$ cat config.mk
export PLATFORM = sky130hd
export DESIGN_NAME = cc_speedtick_gen
export DESIGN_NICKNAME = d
export VERILOG_FILES = /design/src/rtl/cc_speedtick_pkg.sv /design/src/rtl/cc_speedtick_lane.sv /design/src/rtl/cc_speedtick_gen.sv
export SDC_FILE = /design/constraint.sdc
export NUM_CORES = 1
export LEC_CHECK = 0
export CAP_MARGIN = 30
export CELL_PAD_IN_SITES_DETAIL_PLACEMENT = 1
export CELL_PAD_IN_SITES_GLOBAL_PLACEMENT = 2
export CORE_UTILIZATION = 41
export DETAILED_ROUTE_END_ITERATION = 6
export GPL_ROUTABILITY_DRIVEN = 0
export GPL_TIMING_DRIVEN = 0
export PLACE_DENSITY = 0.91
export SYNTH_ARGS = -nofsm -noshare
export SYNTH_HDL_FRONTEND = slang
export SYNTH_HIERARCHICAL = 1
export SYNTH_SLANG_ARGS = --single-unit
$ cat constraint.sdc
create_clock -name CLOCK_50 -period 15.8 [get_ports CLOCK_50]
set_clock_uncertainty 0.2 [all_clocks]
set_input_delay 3.16 -clock CLOCK_50 [delete_from_list [all_inputs] [get_ports CLOCK_50]]
set_output_delay 3.16 -clock CLOCK_50 [all_outputs]
set_load 0.05 [all_outputs]
$ cat src/rtl/cc_speedtick_pkg.sv
// cc_speedtick_pkg: shared defaults, level type and the effective-period rule
// for the speed-tick generator.
package cc_speedtick_pkg;
   localparam int DEF_LEVEL_WIDTH = 3;
   localparam int DEF_MAX_LEVEL   = 5;
   typedef logic [DEF_LEVEL_WIDTH-1:0] level_t;
   // Zero period means disabled; a non-zero period never shifts down to zero.
   function automatic logic [31:0] eff_period(input logic [31:0] period, input logic [31:0] level);
      logic [31:0] eff;
      eff = period >> level;
      return (period != '0 && eff == '0) ? 32'd1 : eff;
   endfunction
endpackage

$ cat src/rtl/cc_speedtick_lane.sv
// cc_speedtick_lane: one free-running channel counter with a >= wrap compare
// and a registered active-low tick.
module cc_speedtick_lane
   import cc_speedtick_pkg::*;
#(
   parameter int DATAWIDTH   = 23,
   parameter int LEVEL_WIDTH = 3
) (
   input  logic                   clk,
   input  logic                   rst,
   input  logic [DATAWIDTH-1:0]   period,
   input  logic [LEVEL_WIDTH-1:0] level,
   input  logic                   run,
   output logic                   tick_n
);
   logic [DATAWIDTH-1:0] cnt_q, cnt_d;
   logic                 tick_q, tick_d;
   logic [31:0]          eff;
   logic                 off, wrap;
   always_comb begin
      eff    = eff_period(32'(period), 32'(level));
      off    = eff == '0;
      wrap   = 32'(cnt_q) >= eff - 32'd1;
      cnt_d  = off ? '0 : !run ? cnt_q : wrap ? '0 : cnt_q + DATAWIDTH'(1);
      tick_d = off || !run || !wrap;
   end
   always_ff @(posedge clk or posedge rst) begin
      if (rst) begin
         cnt_q  <= '0;
         tick_q <= 1'b1;
      end else begin
         cnt_q  <= cnt_d;
         tick_q <= tick_d;
      end
   end
   assign tick_n = tick_q;
endmodule

$ cat src/rtl/cc_speedtick_gen.sv
// cc_speedtick_gen: multi-channel speed-tick generator with a shared difficulty
// level; define CC_SPEEDTICK_PAUSE_EN to add the pause_InLow freeze input.
module cc_speedtick_gen
   import cc_speedtick_pkg::*;
#(
   parameter int DATAWIDTH    = 23,
   parameter int NUM_CHANNELS = 4,
   parameter int LEVEL_WIDTH  = DEF_LEVEL_WIDTH,
   parameter int MAX_LEVEL    = DEF_MAX_LEVEL
) (
   input  logic                           CLOCK_50,
   input  logic                           RESET_InHigh,
   input  logic [NUM_CHANNELS*DATAWIDTH-1:0] period_InBUS,
   input  logic                           level_up_In,
   input  logic                           level_clear_In,
`ifdef CC_SPEEDTICK_PAUSE_EN
   input  logic                           pause_InLow,
`endif
   output logic [NUM_CHANNELS-1:0]        tick_OutLow,
   output logic [LEVEL_WIDTH-1:0]         level_OutBUS
);
   logic [LEVEL_WIDTH-1:0] level_q, level_d;
   logic                   run;
`ifdef CC_SPEEDTICK_PAUSE_EN
   assign run = pause_InLow;
`else
   assign run = 1'b1;
`endif
   always_comb begin
      level_d = level_clear_In ? '0 :
                (level_up_In && level_q < LEVEL_WIDTH'(MAX_LEVEL)) ? level_q + LEVEL_WIDTH'(1) : level_q;
   end
   always_ff @(posedge CLOCK_50 or posedge RESET_InHigh) begin
      if (RESET_InHigh) level_q <= '0;
      else              level_q <= level_d;
   end
   assign level_OutBUS = level_q;
   for (genvar c = 0; c < NUM_CHANNELS; c++) begin : g_lane
      cc_speedtick_lane #(
         .DATAWIDTH   (DATAWIDTH),
         .LEVEL_WIDTH (LEVEL_WIDTH)
      ) u_lane (
         .clk    (CLOCK_50),
         .rst    (RESET_InHigh),
         .period (period_InBUS[c*DATAWIDTH +: DATAWIDTH]),
         .level  (level_q),
         .run    (run),
         .tick_n (tick_OutLow[c])
      );
   end
endmodule

Yosys cells after proc, flatten, opt, wreduce, memory -nomap -nowiden
Cells that the tools add are included.
{ "op_classes": {"add_sub_neg": 9, "order_cmp": 5, "shift": 4, "n_mux": 14, "reduce_logical": 26} }
{ "op_table": {"columns": ["operator", "n"], "rows": [
  ["32-bit zero test", 8],
  ["23-bit 2-to-1 mux", 8],
  ["23-bit by 32-bit >= comparator with 1-bit output", 4],
  ["32-bit 2-to-1 mux", 4],
  ["23-bit by 3-bit >> shifter with 32-bit output", 4],
  ["32-bit by 1-bit subtractor with 32-bit output (second input constant)", 4],
  ["23-bit by 1-bit adder with 23-bit output (second input constant)", 4],
  ["23-bit nonzero test", 4],
  ["3-bit 2-to-1 mux", 2],
  ["1-bit logical AND", 5],
  ["1-bit zero test", 4],
  ["1-bit logical OR", 4],
  ["3-bit by 1-bit adder with 3-bit output (second input constant)", 1],
  ["3-bit < comparator (second input constant)", 1],
  ["2-bit nonzero test", 1]
]} }
{ "word_totals": {"reg_bits": 99, "input_bits": 96, "elab_cells": 67} }

Longest topological paths before layout
{ "logic_depth": {"ltp_word": 8, "ltp_mapped": 28, "depth_no_buf": 24} }

Cells and area by module
The synthesis kept the hierarchy.
{ "by_module_without_submodules": {"columns": ["module", "n_inst", "cells_per_inst", "area_per_inst_um2", "seq_area_each_um2"], "rows": [
  ["cc_speedtick_lane (g_lane[0].u_lane ...)", 2, 410, 3577.2, 601.8],
  ["cc_speedtick_lane (g_lane[1].u_lane)", 1, 464, 3793.6, 601.8],
  ["cc_speedtick_lane (g_lane[3].u_lane)", 1, 464, 3681.0, 601.8],
  ["cc_speedtick_gen", 1, 18, 156.4, 75.1]
]} }

Worst setup path before layout
No wires, ideal clock.
{ "synth_path": {"path_type": "input to register", "start": "input port period_InBUS[11]", "end": "register g_lane[0].u_lane.cnt_q[14]", "setup_time_ns": 0.119, "arrival_ns": 7.968, "required_time_ns": 15.481, "slack_ns": 7.513, "path_stages": 21, "path_cell_list": "or4_1 -> or4_2 -> nor2_1 -> and3b_1 -> a21oi_1 -> ha_1 -> inv_1 -> a2111oi_4 -> and2_2 -> nand2_1 -> or3_1 -> xor2_1 -> ha_1 -> nand2_1 -> a2111oi_0 -> o311a_1 -> a21oi_1 -> or3_4 -> o21ai_4 -> buf_6 -> nor2_2"} }
{ "synth_via": {"elab_chain_len": 8} }
{ "synth_rtl": {"columns": ["item", "line", "rtl"], "rows": [
  ["start, declared", "cc_speedtick_gen.sv:13", "input logic [NUM_CHANNELS*DATAWIDTH-1:0] period_InBUS,"],
  ["23-bit by 3-bit >> shifter with 32-bit output", "cc_speedtick_pkg.sv:10", "eff = period >> level;"],
  ["32-bit zero test", "cc_speedtick_pkg.sv:11", "return (period != '0 && eff == '0) ? 32'd1 : eff;"],
  ["1-bit logical AND", "cc_speedtick_pkg.sv:11", null],
  ["32-bit 2-to-1 mux *", "cc_speedtick_pkg.sv:11", null],
  ["32-bit by 1-bit subtractor with 32-bit output", "cc_speedtick_lane.sv:23", "wrap = 32'(cnt_q) >= eff - 32'd1;"],
  ["23-bit by 32-bit >= comparator with 1-bit output", "cc_speedtick_lane.sv:23", null],
  ["23-bit 2-to-1 mux", "cc_speedtick_lane.sv:24", "cnt_d = off ? '0 : !run ? cnt_q : wrap ? '0 : cnt_q + DATAWIDTH'(1);"],
  ["23-bit 2-to-1 mux *", "cc_speedtick_lane.sv:24", null],
  ["end signal, assigned", "cc_speedtick_lane.sv:32", "cnt_q <= cnt_d;"],
  ["end, declared", "cc_speedtick_lane.sv:16", "logic [DATAWIDTH-1:0] cnt_q, cnt_d;"]
]} }
Mark *: on every way between the ends. The rest lies on a longest branch, timed or not.
A chain may end at the register's enable or synchronous reset.

Final worst setup path
{ "layout_path": {"start": "input port period_InBUS[42]", "end": "register g_lane[1].u_lane.cnt_q[11]"} }
{ "layout_via": {"elab_chain_len": 8} }
{ "layout_rtl": {"columns": ["item", "line"], "rows": [
  ["23-bit by 3-bit >> shifter with 32-bit output", "cc_speedtick_pkg.sv:10"],
  ["32-bit zero test", "cc_speedtick_pkg.sv:11"],
  ["1-bit logical AND", "cc_speedtick_pkg.sv:11"],
  ["32-bit 2-to-1 mux *", "cc_speedtick_pkg.sv:11"],
  ["32-bit by 1-bit subtractor with 32-bit output", "cc_speedtick_lane.sv:23"],
  ["23-bit by 32-bit >= comparator with 1-bit output", "cc_speedtick_lane.sv:23"],
  ["23-bit 2-to-1 mux", "cc_speedtick_lane.sv:24"],
  ["23-bit 2-to-1 mux *", "cc_speedtick_lane.sv:24"],
  ["end signal, assigned", "cc_speedtick_lane.sv:32"],
  ["end, declared", "cc_speedtick_lane.sv:16"]
]} }
Marks and branches as above.

==> impl_metrics.env <==
export IMPL_final_hold_violation_count=0
export IMPL_arrival_ps=9440
export IMPL_cp_slowest_stage_delay_ps=630
export IMPL_cts_setup_buffers=0
export IMPL_ys_seq_elements=99
export IMPL_worst_path_stages=25
export IMPL_die_area_mm2=0.03683
export IMPL_fp_row_count=69
export IMPL_gr_total_overflow=0
export IMPL_dieWidth_um=191.9
export IMPL_final_layout_size_suffix_gt1_frac=0.1357
export IMPL_asyncSetResetFlopFracSynth=1.000
export IMPL_clkLatencyLatePin_ps=350
export IMPL_worstPathBufferInverterCount=4
export IMPL_ioPinCount=103
export IMPL_layout_cells_most_common_list="208 x sky130_fd_sc_hd__nand2_1, 187 x sky130_fd_sc_hd__nor2_1, 132 x sky130_fd_sc_hd__mux2i_1"
export IMPL_antenna_cells_inserted=0
export IMPL_wirelength_um=46600
export IMPL_io_buffer_count=102
export IMPL_vdd_drop_max_uv=56.52
export IMPL_worst_r2r_path_depth=26
export IMPL_result_of_the_run="complete, no violations"
export IMPL_area_growth_synth_to_final_pct=14.34
export IMPL_p_leak_nw=6.870
export IMPL_critPathLaunch="period_InBUS[42]"
export IMPL_setup_tns_final_ps=0
export IMPL_count_of_nets_left_with_antenna_violations_after_detail_routing=0
export IMPL_cts_htree_levels=3
export IMPL_layout_commonest_cell="sky130_fd_sc_hd__nand2_1"
export IMPL_netlist_area_mm2=0.01479
export IMPL_ys_types=100
export IMPL_grt_setup_unrepaired="false"
export IMPL_cts_path_max_buffers=2
export IMPL_path_delay_family="simple AND/OR/NAND/NOR gates"
export IMPL_dp_cells=2344
export IMPL_synth_yosys_warnings=6
export IMPL_cp_start_kind="primary input"
export IMPL_cts_resized=0
export IMPL_timing_max_cap_violations=0
export IMPL_ff2ff_setup_slack_ps=8690
export IMPL_initial_antenna_violation_count=0
export IMPL_grt_max_degree=25
export IMPL_hold_buffers=0
export IMPL_netlist_instances=1766
export IMPL_timing_setup_critical_path_class="primary input to flop"
export IMPL_critical_path_slowest_cell="sky130_fd_sc_hd__or4_1"
export IMPL_finalNetCount=2097
export IMPL_achievable_frequency_mhz=106.9
export IMPL_initial_core_util=0.4157
export IMPL_hp_start="g_lane[2].u_lane/cnt_q[22]$_DFFE_PP0P_"
export IMPL_initialDrtViolationCount=632
export IMPL_wl_per_cell_um=19.73
export IMPL_route_vias_total=14320
export IMPL_detailed_routing_iteration_count_for_the_pre_antenna_repair_pass=5
export IMPL_die_y_um=191.9
export IMPL_route_detailed_drc=0
export IMPL_worstHoldPathType="flop to flop"
export IMPL_synth_flop_cell="sky130_fd_sc_hd__dfrtp_1"
export IMPL_tightest_slew_ps=964.1
export IMPL_report_final_slew_viol_count=0
export IMPL_worst_hold_path_num_cells=2
export IMPL_core_area_mm2=0.03557
export IMPL_period_share=0.5922
export IMPL_timing_slew_headroom=0.3573
export IMPL_first_global_vias=14970
export IMPL_final_cells=2362
export IMPL_setup_violations=0
export IMPL_grt_first_pass_wirelength_um=77670
export IMPL_synth_yosys_seq_area_share=0.1679
export IMPL_worst_ep_required_time_ps=15890
export IMPL_clock_tree_root_cell="sky130_fd_sc_hd__clkbuf_16"
export IMPL_final_core_utilization=0.4753
export IMPL_cp_max_fo=10
export IMPL_power_density_cell_area_mw_per_mm2=73.48
export IMPL_grt_resource_usage_total=0.2582
export IMPL_dp_hpwl_um=37190
export IMPL_vias_per_cell=6.061
export IMPL_timing_final_crit_period_ps=9356
export IMPL_synth_enable_flop_cells=0
export IMPL_worst_setup_path_end_kind="flop"
export IMPL_cts_tree="done"
export IMPL_syn_mean_instance_area_um2=8.372
export IMPL_cts_num_sinks=99
export IMPL_cts_buffers_inserted=9
export IMPL_crit_reg2reg_launch="level_OutBUS[0]$_DFFE_PP0P_"
export IMPL_clkSlewWorstSetupHoldPaths_ps=70
[routing by layer]
metal  share of wire  vias up  GRT usage
met5               0        -          0
met4          0.0099        0    0.03846
met3           0.029       32    0.02320
met2            0.49      265     0.4507
met1            0.47     7162     0.3496
li1                -     6858          -
[layout make-up]
type	count	area, um^2
Clock buffer	13	270.3
Timing Repair Buffer	108	1164
Tap cell	461	576.8
Inverter	38	142.6
Clock inverter	3	68.82
Multi-Input combinational cell	1565	11660
Sequential cell	99	2482
Buffer	75	544.3
Fill cell	4296	18660
[report_power, final]
| group | internal [mW] | switching [mW] |
|---|---|---|
| Sequential | 0.299 | 0.0781 |
| Clock | 0.152 | 0.102 |
| Combinational | 0.262 | 0.348 |
[Yosys cell counts (16+ instances only)]
master,count,share of area
sky130_fd_sc_hd__mux4_2,30,0.046
sky130_fd_sc_hd__nor2_1,187,0.047
sky130_fd_sc_hd__mux2_2,37,0.028
sky130_fd_sc_hd__a21oi_1,48,0.016
sky130_fd_sc_hd__nor3_1,39,0.013
sky130_fd_sc_hd__nor4_1,20,0.0085
sky130_fd_sc_hd__nand4_1,38,0.016
sky130_fd_sc_hd__a32oi_1,25,0.015
sky130_fd_sc_hd__buf_6,26,0.020
sky130_fd_sc_hd__xor2_1,68,0.040
sky130_fd_sc_hd__mux2i_1,132,0.089
sky130_fd_sc_hd__dfrtp_1,95,0.16
sky130_fd_sc_hd__a211oi_1,25,0.013
sky130_fd_sc_hd__nand2_1,208,0.053
sky130_fd_sc_hd__clkbuf_1,25,0.0063
sky130_fd_sc_hd__nand3_1,113,0.038
sky130_fd_sc_hd__nor2b_1,20,0.0085
sky130_fd_sc_hd__xnor2_1,44,0.026
sky130_fd_sc_hd__inv_1,31,0.0079
sky130_fd_sc_hd__nor2_2,23,0.0097
sky130_fd_sc_hd__ha_1,105,0.089
sky130_fd_sc_hd__o211ai_1,16,0.0081
sky130_fd_sc_hd__o21ai_0,77,0.026
sky130_fd_sc_hd__and3_1,16,0.0068
[path summary, 6_finish.rpt]
path | to
max | g_lane[1].u_lane/cnt_q[11]$_DFFE_PP0P_
min | g_lane[2].u_lane/cnt_q[22]$_DFFE_PP0P_
max reg2reg | g_lane[1].u_lane/cnt_q[11]$_DFFE_PP0P_
min reg2reg | g_lane[2].u_lane/cnt_q[22]$_DFFE_PP0P_
max in group asynchronous | g_lane[3].u_lane/cnt_q[8]$_DFFE_PP0P_
min in group asynchronous | level_OutBUS[1]$_DFFE_PP0P_
[per-stage QoR]
stage | hold slack [ps] | area (um^2) | worst slack, ps | total power [mW]
final | 362.0 | 16910 | 6444 | 1.242
after global routing | 393.2 | 16910 | 5971 | 1.341
after CTS | 364.7 | 16850 | 6453 | 1.246
after detailed placement | 347.4 | 16510 | 6091 | 0.9800
after global placement | 340.6 | 16420 | 6228 | 0.9460
after floorplan | 310.9 | 14830 | 7513 | 0.7874
[state kept, by name (all words and copies together) (netlist names)]
register,count
level_OutBUS,3
g_lane.u_lane/cnt_q,92
g_lane.u_lane/tick_n,4
[cells by family after synthesis]
logic type,count (synthesis),share of synthesized area
other,1,0.0002536
adder cells (fa/ha/maj),105,0.08886
flip-flops,99,0.1679
AND/OR/NAND/NOR,803,0.2811
XOR/XNOR,112,0.06635
AO/OA/AOI/OAI,314,0.1584
multiplexers,219,0.1907
buffers and inverters,113,0.04646
[tightest hold or removal path: stages, from the launching register on]
cell,delay [ps]
sky130_fd_sc_hd__dfrtp_1,370
sky130_fd_sc_hd__xor2_1,80
sky130_fd_sc_hd__nor2_1,80
No activity file was read; power rests on OpenSTA's default activity.
